[config.mk]
export PLATFORM = sky130hd
export DESIGN_NAME = counter_run_arbiter
export DESIGN_NICKNAME = d
export VERILOG_FILES = /design/src/rtl/counter_run_arbiter.sv
export SDC_FILE = /design/constraint.sdc
export NUM_CORES = 1
export LEC_CHECK = 0
export CORE_ASPECT_RATIO = 1.2
export CORE_UTILIZATION = 41
export CTS_CLUSTER_DIAMETER = 30
export DETAILED_ROUTE_END_ITERATION = 8
export PLACE_DENSITY_LB_ADDON = 0.08
export SLEW_MARGIN = 10
export SYNTH_ARGS = -nofsm -noshare
export SYNTH_HDL_FRONTEND = slang
export SYNTH_SLANG_ARGS = --single-unit
[constraint.sdc]
create_clock -name clk -period 1.8 [get_ports clk]
set_input_delay 0.36 -clock clk [delete_from_list [all_inputs] [get_ports clk]]
set_output_delay 0.36 -clock clk [all_outputs]
set_load 0.02 [all_outputs]
[src/rtl/counter_run_arbiter.sv]
// Two-requester round-robin arbiter that owns a shared up-counter and runs it
// from 0 to the winner's latched terminal value, then pulses done for one cycle.
module counter_run_arbiter #(
  parameter int WIDTH = 4
) (
  input  logic             clk,
  input  logic             rst,
  input  logic             req0,
  input  logic             req1,
  input  logic [WIDTH-1:0] len0,
  input  logic [WIDTH-1:0] len1,
  input  logic             abort,
  output logic             gnt0,
  output logic             gnt1,
  output logic             busy,
  output logic             done,
  output logic [WIDTH-1:0] Q
);

  typedef enum logic [1:0] {
    IDLE = 2'd0,
    RUN  = 2'd1,
    DONE = 2'd2
  } state_t;

  state_t           state_q;
  logic             last_q;
  logic [WIDTH-1:0] term_q;
  logic [WIDTH-1:0] count_q;
  logic             gnt0_q;
  logic             gnt1_q;
  logic             busy_q;
  logic             done_q;

  logic             any_req;
  logic             win_d;
  logic [WIDTH-1:0] win_len_d;

  // Winner is only meaningful when any_req is high; ties go to whoever was not served last.
  always_comb begin
    any_req   = req0 | req1;
    win_d     = 1'b0;
    if (req0 && req1) begin
      win_d = ~last_q;
    end else begin
      win_d = ~req0;
    end
    win_len_d = win_d ? len1 : len0;
  end

  always_ff @(posedge clk or negedge rst) begin
    if (!rst) begin
      state_q <= IDLE;
      last_q  <= 1'b1;
      term_q  <= '0;
      count_q <= '0;
      gnt0_q  <= 1'b0;
      gnt1_q  <= 1'b0;
      busy_q  <= 1'b0;
      done_q  <= 1'b0;
    end else begin
      case (state_q)
        IDLE: begin
          count_q <= '0;
          done_q  <= 1'b0;
          if (any_req) begin
            state_q <= RUN;
            term_q  <= win_len_d;
            last_q  <= win_d;
            gnt0_q  <= ~win_d;
            gnt1_q  <= win_d;
            busy_q  <= 1'b1;
          end else begin
            gnt0_q  <= 1'b0;
            gnt1_q  <= 1'b0;
            busy_q  <= 1'b0;
          end
        end

        RUN: begin
          // Abort takes priority over reaching the terminal count.
          if (abort) begin
            state_q <= IDLE;
            count_q <= '0;
            gnt0_q  <= 1'b0;
            gnt1_q  <= 1'b0;
            busy_q  <= 1'b0;
            done_q  <= 1'b0;
          end else if (count_q == term_q) begin
            state_q <= DONE;
            done_q  <= 1'b1;
          end else begin
            count_q <= count_q + WIDTH'(1);
          end
        end

        DONE: begin
          state_q <= IDLE;
          count_q <= '0;
          gnt0_q  <= 1'b0;
          gnt1_q  <= 1'b0;
          busy_q  <= 1'b0;
          done_q  <= 1'b0;
        end

        default: begin
          state_q <= IDLE;
          count_q <= '0;
          gnt0_q  <= 1'b0;
          gnt1_q  <= 1'b0;
          busy_q  <= 1'b0;
          done_q  <= 1'b0;
        end
      endcase
    end
  end

  assign gnt0 = gnt0_q;
  assign gnt1 = gnt1_q;
  assign busy = busy_q;
  assign done = done_q;
  assign Q    = count_q;

endmodule

# Yosys cells after proc, flatten, opt, wreduce, memory -nomap -nowiden
# Cells that the tools add are included.
[classes]
add_sub_neg = 1
n_eq_ne = 6
n_div = 0
n_lt_le_gt_ge = 0
shifts = 0
n_mul = 0
n_reduce_logical = 4
n_mux = 19
bitwise = 4
[ops]
columns = ["operator", "n"]
rows = [
  ["4-bit 2-to-1 mux", 4],
  ["1-bit 2-to-1 mux", 8],
  ["2-bit 2-to-1 mux", 3],
  ["3-bit inequality test, second input constant", 2],
  ["1-bit case mux with 2 select lines", 3],
  ["4-bit by 1-bit adder with 4-bit output, second input constant", 1],
  ["4-bit == test", 1],
  ["2-bit inequality test, second input constant", 2],
  ["2-bit case mux with 2 select lines", 1],
  ["2-bit AND reduction", 2],
  ["1-bit NOT", 3],
  ["2-bit by 1-bit == test with 1-bit output, second input constant", 1],
  ["2-bit zero test", 1],
  ["1-bit logical AND", 1],
  ["1-bit OR", 1],
]
[word_totals]
mem_bits_rw = 0
memories = 0
register_bits = 15
elab_cells = 42
in_bits = 13
mem_bits_ro = 0
latchBits = 0

# Logic depth before layout (Yosys ltp)
# Gate-level depths: netlist of the first run.
[logic_depth]
ltp_word = 5
depth_mapped = 5
ltp_nobuf = 4

# Least setup slack after synthesis of the first run
# OpenSTA, ideal clock, no wires.
[synth_timing]
kind = "flip-flop to flip-flop"
from = "register count_q[0], in the netlist Q[0]"
to = "register count_q[1], in the netlist Q[1]"
period_less_slack_ns = 1.502
slack_ns = 0.298
setup_ns = 0.124
t_arrival_ns = 1.378
n_path_buf = 0
path_stages_with_launch = 5
path_cell_list = "dfrtp_1 xor2_1 nor4_4 mux2i_1 nor2_1"
[synth_via]
elab_chain_cells = 4
elab_cells_between_ends = 6
cone_classes = "add/sub (1); eq/ne (2); mux (3)"
[synth_rtl]
columns = ["item", "line_no", "rtl"]
rows = [
  ["start: declaration", "29", "logic [WIDTH-1:0] count_q;"],
  ["start signal: assignment", "93", "count_q <= count_q + WIDTH'(1);"],
  ["4-bit by 1-bit adder with 4-bit output", "93", ""],
  ["4-bit 2-to-1 mux", "89", "end else if (count_q == term_q) begin"],
  ["4-bit 2-to-1 mux", "82", "if (abort) begin"],
  ["4-bit 2-to-1 mux", "62", "case (state_q)"],
]
# Several ways; a longest one is shown, not always the timed one. The select of a mux whose other input is x is not followed.
# A chain may end at the register's enable or synchronous reset.

# Worst setup path after layout of the first run
[layout_timing]
from = "register count_q[0], in the netlist Q[0]"
to = "output port Q[0]"
[layout_rtl]
columns = ["item", "line_no", "rtl"]
rows = [
  ["end: declaration", "17", "output logic [WIDTH-1:0] Q"],
]
# No word-level cell between the ends.

==> results of run 1 <==
cell usage after synthesis (2+ instances only):
master	number	area, um2
nor2b_1	2	12.5
a21oi_1	6	30.0
mux2i_1	5	50.1
dfrtp_1	14	350
or3_1	2	12.5
inv_1	2	7.51
xor2_1	5	43.8
o21ai_0	2	10.0
nor2_1	10	37.5
layer usage:
metal / vias to the layer above / global-route usage / share of wire
met3: 4 / 0.0284 / 0.051
met1: 248 / 0.194 / 0.43
met4: 0 / 0.124 / 0.022
met5: - / 0 / 0
li1: 264 / - / -
met2: 16 / 0.269 / 0.50
flip-flops by register name, summed over array words and instances (netlist names):
register / flops
Q: 4
busy: 1
done: 1
gnt0: 1
gnt1: 1
last_q: 1
state_q: 2
term_q: 4
final timing paths:
check | from | slack [ns] | end | cells past startpoint
max | Q[0] | 0.08 | Q[0] | 1
min | rst | 0.38 | done | 2
max reg2reg | Q[0] | 0.26 | Q[1] | 4
min reg2reg | state_q[1] | 0.50 | gnt0 | 1
max in group asynchronous | rst | 1.18 | last_q | 2
min in group clk | state_q[1] | 0.50 | gnt0 | 1
area by class of cell:
type                    instances  area, um2  area share
well taps                      17       21.3      0.0223
inverters                       2       7.51     0.00787
repair buffers                 22        215       0.226
clock buffers                   4       26.3      0.0276
multi-input cells              44        307       0.322
flip-flops and latches         15        377       0.395
power by group:
part	internal (W)	switching, W
Combinational	0.000254	0.000261
Clock	0.0000861	0.000106
Sequential	0.000458	0.0000895
Total	0.000798	0.000457
through the flow:
step                      hold WS [ns]  instances  total power, W   util
final                            0.379        104         0.00126  0.635
after global routing             0.414        104         0.00134  0.635
after CTS                        0.381        104         0.00127  0.635
after detailed placement         0.485        100         0.00108  0.618
after global placement           0.460        100         0.00106  0.618
after floorplan                 0.0644         62        0.000874      -
worst register-to-register path, cell delays in order, from the launching register on:
cell and delay (ns):
dfrtp_1 0.44, xor2_1 0.19, nor4_4 0.49, mux2i_1 0.25, nor2_1 0.05
logic make-up after synthesis:
| family | Yosys count | share of synthesized area |
|---|---|---|
| buf+inv | 3 | 0.0162 |
| fa+ha+maj | 1 | 0.0180 |
| compound gates | 13 | 0.117 |
| mux | 6 | 0.0883 |
| xor+xnor | 5 | 0.0631 |
| flops | 15 | 0.542 |
| simple gates | 19 | 0.155 |
==> results.json, run 1 <==
{
  "status": "finished, final reports clean",
  "clock_latency_ns": 0.28,
  "fin_skew_ns": 0.000413,
  "async_flop_share": 1.00,
  "grt_max_degree": 16,
  "path_max_fanout": 5,
  "relSlewSlack": 0.678,
  "ir_worst_vdd_mv": 0.564,
  "slowest_delay_ns": 0.64,
  "route.detailed.drc": 0,
  "postLayoutCellArea_um2": 953,
  "path_class": "reg -> out",
  "tns_ns": 0,
  "dieArea_mm2": 0.00186,
  "drv_cap": 0,
  "pin_count": 21,
  "yosysWarnings": 0,
  "cts.root.buffer_cell": "clkbuf_4",
  "grt_pass1_wl_mm": 1.97,
  "synth.avg_cell_area_um2": 11.2,
  "finalWirelength_mm": 1.29,
  "clock_path_buffers": 2,
  "synth_area_um2": 694,
  "pre_cts_ws_ns": 0.0939,
  "max_freq_mhz": 582,
  "drtIter0Drc": 3,
  "path_delay_family": "buffers and inverters",
  "layout_commonest_cell": "clkdlybuf4s50_1",
  "synthCells": 62,
  "grt_pass1_vias": 458,
  "vias_per_cell": 5.12,
  "final_cell_mix": "20 x clkdlybuf4s50_1, 14 x dfrtp_1, 10 x nor2_1",
  "gp_congestion": 0.654,
  "clk_pin_slew_ns": 0.09,
  "die_h_um": 47.1,
  "startpoint_type": "register",
  "layout_setup_ws_ns": 0.0813,
  "area_delta_synth_final_pct": 37.3,
  "worstMarginPinSlew_ns": 0.479,
  "cp.required_ns": 1.44,
  "critPathBufInv": 1,
  "finalNetCount": 102,
  "drive_gt1_frac": 0.115,
  "ys_types": 23,
  "cts_buffers": 3,
  "start_util": 0.463,
  "antenna_left": 0,
  "grt_overflow": 0,
  "power.leakage_nw": 0.424,
  "cts_hold_repair.buffers": 0,
  "synth_fp_nets": 76,
  "vias": 532,
  "num_antenna_cells": 0,
  "htreeDepth": 1,
  "place_area_um2": 927,
  "slowest_stage": "clkdlybuf4s50_1",
  "synth_edf_count": 0,
  "cts_tree": "done",
  "dieWidth_um": 39.6,
  "row_count": 15,
  "crit_chain": "clkdlybuf4s50_1",
  "period_needed_ns": 1.72,
  "antenna_found_initial": 0,
  "finalHoldViolCount": 0,
  "finalCritPeriodShare": 0.955,
  "slew_violations": 0,
  "cts_resized": 0,
  "hold_path_class": "in -> async",
  "cts_sinks": 15,
  "rsz0062_at_grt": "no",
  "wire_per_inst_um": 12.4,
  "end_kind": "primary output",
  "nFillCells": 130,
  "post_cts_buffers": 0,
  "power_density_mw_per_mm2": 1320,
  "finalSetupViolations": 0,
  "io_buffers": 20,
  "grt_usage": 0.166,
  "yosysSeqAreaShare": 0.542,
  "coreArea_mm2": 0.00150,
  "dp_hpwl_um": 946,
  "synth.ff_latch_count": 15,
  "ys.flop_type": "dfrtp_1",
  "crit_arrival_ns": 1.36,
  "dr.pass1.iters": 3
}
No activity file was read; power rests on OpenSTA's default activity.
==> run 2: changes to the inputs <==
- TNS_END_PERCENT: not set -> 100
==> results of run 2 <==
No change in the layout: final DEF, timing and power equal those of run 1.
==> run 3: changes to the inputs <==
- CORE_ASPECT_RATIO: 1.2 -> 1.25
- CORE_MARGIN: not set -> 4
==> run 3 against run 2 <==
Net effect: clock skew increased by 0.0060 ns; sequential power about the same; critical path depth stayed put; register-to-register slack barely moved; sequential cell count unchanged; via count increased by 0.38%; design area grew 0.13%; largest cell class unchanged; cell count grew 0.96%; count of clock-buffer cells in the layout unchanged; highest routed layer unchanged.
==> results.json, run 3 (synthesis results as in run 1) <==
{
  "pwr-share-comb": 0.409,
  "route.detailed.drc": 0,
  "drv_cap": 0,
  "total_power_w": 0.00125,
  "finalSetupViolations": 0,
  "power_density_mw_per_mm2": 1310,
  "cts_hold_repair.buffers": 0,
  "cts.root.buffer_cell": "clkbuf_4",
  "cts_buffers": 3,
  "startpoint_type": "register",
  "cts_sinks": 15,
  "clock_path_buffers": 2,
  "relSlewSlack": 0.663,
  "io_buffers": 20,
  "period_needed_ns": 1.72,
  "wire_per_inst_um": 12.4,
  "path_max_fanout": 5,
  "whs_ns": 0.388,
  "reg2reg_slack_ns": 0.26,
  "p_sw_frac": 0.361,
  "vias": 534,
  "grt_pass1_vias": 536,
  "dieWidth_um": 44.8,
  "power.leakage_nw": 0.424,
  "clkPwrFrac": 0.154,
  "tns_ns": 0,
  "htreeDepth": 1,
  "drive_gt1_frac": 0.115,
  "cts_resized": 0,
  "ir_worst_vdd_mv": 0.549,
  "dr.pass1.iters": 5,
  "layout_commonest_cell": "clkdlybuf4s50_1",
  "clock_latency_ns": 0.28,
  "post_cts_buffers": 0,
  "die_h_um": 54.0,
  "coreArea_mm2": 0.00158,
  "max_freq_mhz": 581,
  "antenna_found_initial": 0,
  "postLayoutCellArea_um2": 955,
  "row_count": 16,
  "grt_usage": 0.128,
  "finalCritPeriodShare": 0.957,
  "slowest_stage": "clkdlybuf4s50_1",
  "num_antenna_cells": 0,
  "antenna_left": 0,
  "start_util": 0.439,
  "path_class": "reg -> out",
  "layout_setup_ws_ns": 0.0778,
  "finalNetCount": 102,
  "rsz0062_at_grt": "no",
  "gp_congestion": 0.724,
  "p_int_w": 0.000798,
  "end_kind": "primary output",
  "vias_per_cell": 5.09,
  "place_area_um2": 928,
  "drtIter0Drc": 5,
  "seqPwrFrac": 0.437,
  "slew_violations": 0,
  "fin_skew_ns": 0.00644,
  "grt_max_degree": 16,
  "finalWirelength_mm": 1.30,
  "dieArea_mm2": 0.00242,
  "switchingPower_w": 0.000450,
  "crit_arrival_ns": 1.36,
  "area_delta_synth_final_pct": 37.5,
  "grt_overflow": 0,
  "grt_pass1_wl_mm": 2.22,
  "hold_path_class": "in -> async",
  "critPathBufInv": 1,
  "worstMarginPinSlew_ns": 0.502,
  "pre_cts_ws_ns": 0.122,
  "crit_chain": "clkdlybuf4s50_1",
  "slowest_delay_ns": 0.64,
  "path_delay_family": "buffers and inverters",
  "clk_pin_slew_ns": 0.09,
  "final_cell_mix": "20 x clkdlybuf4s50_1, 14 x dfrtp_1, 10 x nor2_1",
  "cts_tree": "done",
  "dp_hpwl_um": 995,
  "status": "finished, final reports clean",
  "finalHoldViolCount": 0,
  "cp.required_ns": 1.44,
  "pin_count": 21
}
run 3: power by group through the flow:
stage	registers [W]	clock network (W)	logic, W
detailed placement	0.000556	0	0.000515
global placement	0.000553	0	0.000507
CTS	0.000548	0.000199	0.000516
global route	0.000562	0.000205	0.000560
floorplan	0.000594	0	0.000280
finish	0.000546	0.000192	0.000510
run 3: metrics by stage:
step,util,cells
after CTS,0.604,105
final,0.604,105
after detailed placement,0.587,101
after floorplan,-,62
after global placement,0.587,101
after global routing,0.604,105
run 3: area by class of cell:
class	instances	area [um2]
fill	139	627
inverter	2	7.51
sequential	15	377
tap	18	22.5
timing repair buffer	22	215
clock buffer	4	26.3
multi-input combinational	44	307
run 3: routing by layer:
metal / part of all wire / vias to the layer above / wire length [um] / track usage
li1: - / 262 / - / -
met3: 0.077 / 2 / 100 / 0.0201
met5: 0 / - / 0 / 0
met4: 0.010 / 0 / 13 / 0.0732
met2: 0.52 / 18 / 677 / 0.222
met1: 0.39 / 252 / 512 / 0.146
run 3: worst register-to-register path, stage by stage, from the launching register on:
cell and delay (ns):
dfrtp_1 0.45, xor2_1 0.19, nor4_4 0.51, mux2i_1 0.24, nor2_1 0.05
run 3: final timing paths:
check | start | endpoint | cells after the start
max in group asynchronous | rst | last_q | 2
worst max-delay path | Q[0] | Q[0] | 1
worst min-delay path | rst | busy | 2
worst min register to register | busy | busy | 1
worst max register to register | Q[0] | Q[1] | 4
min in group clk | busy | busy | 1
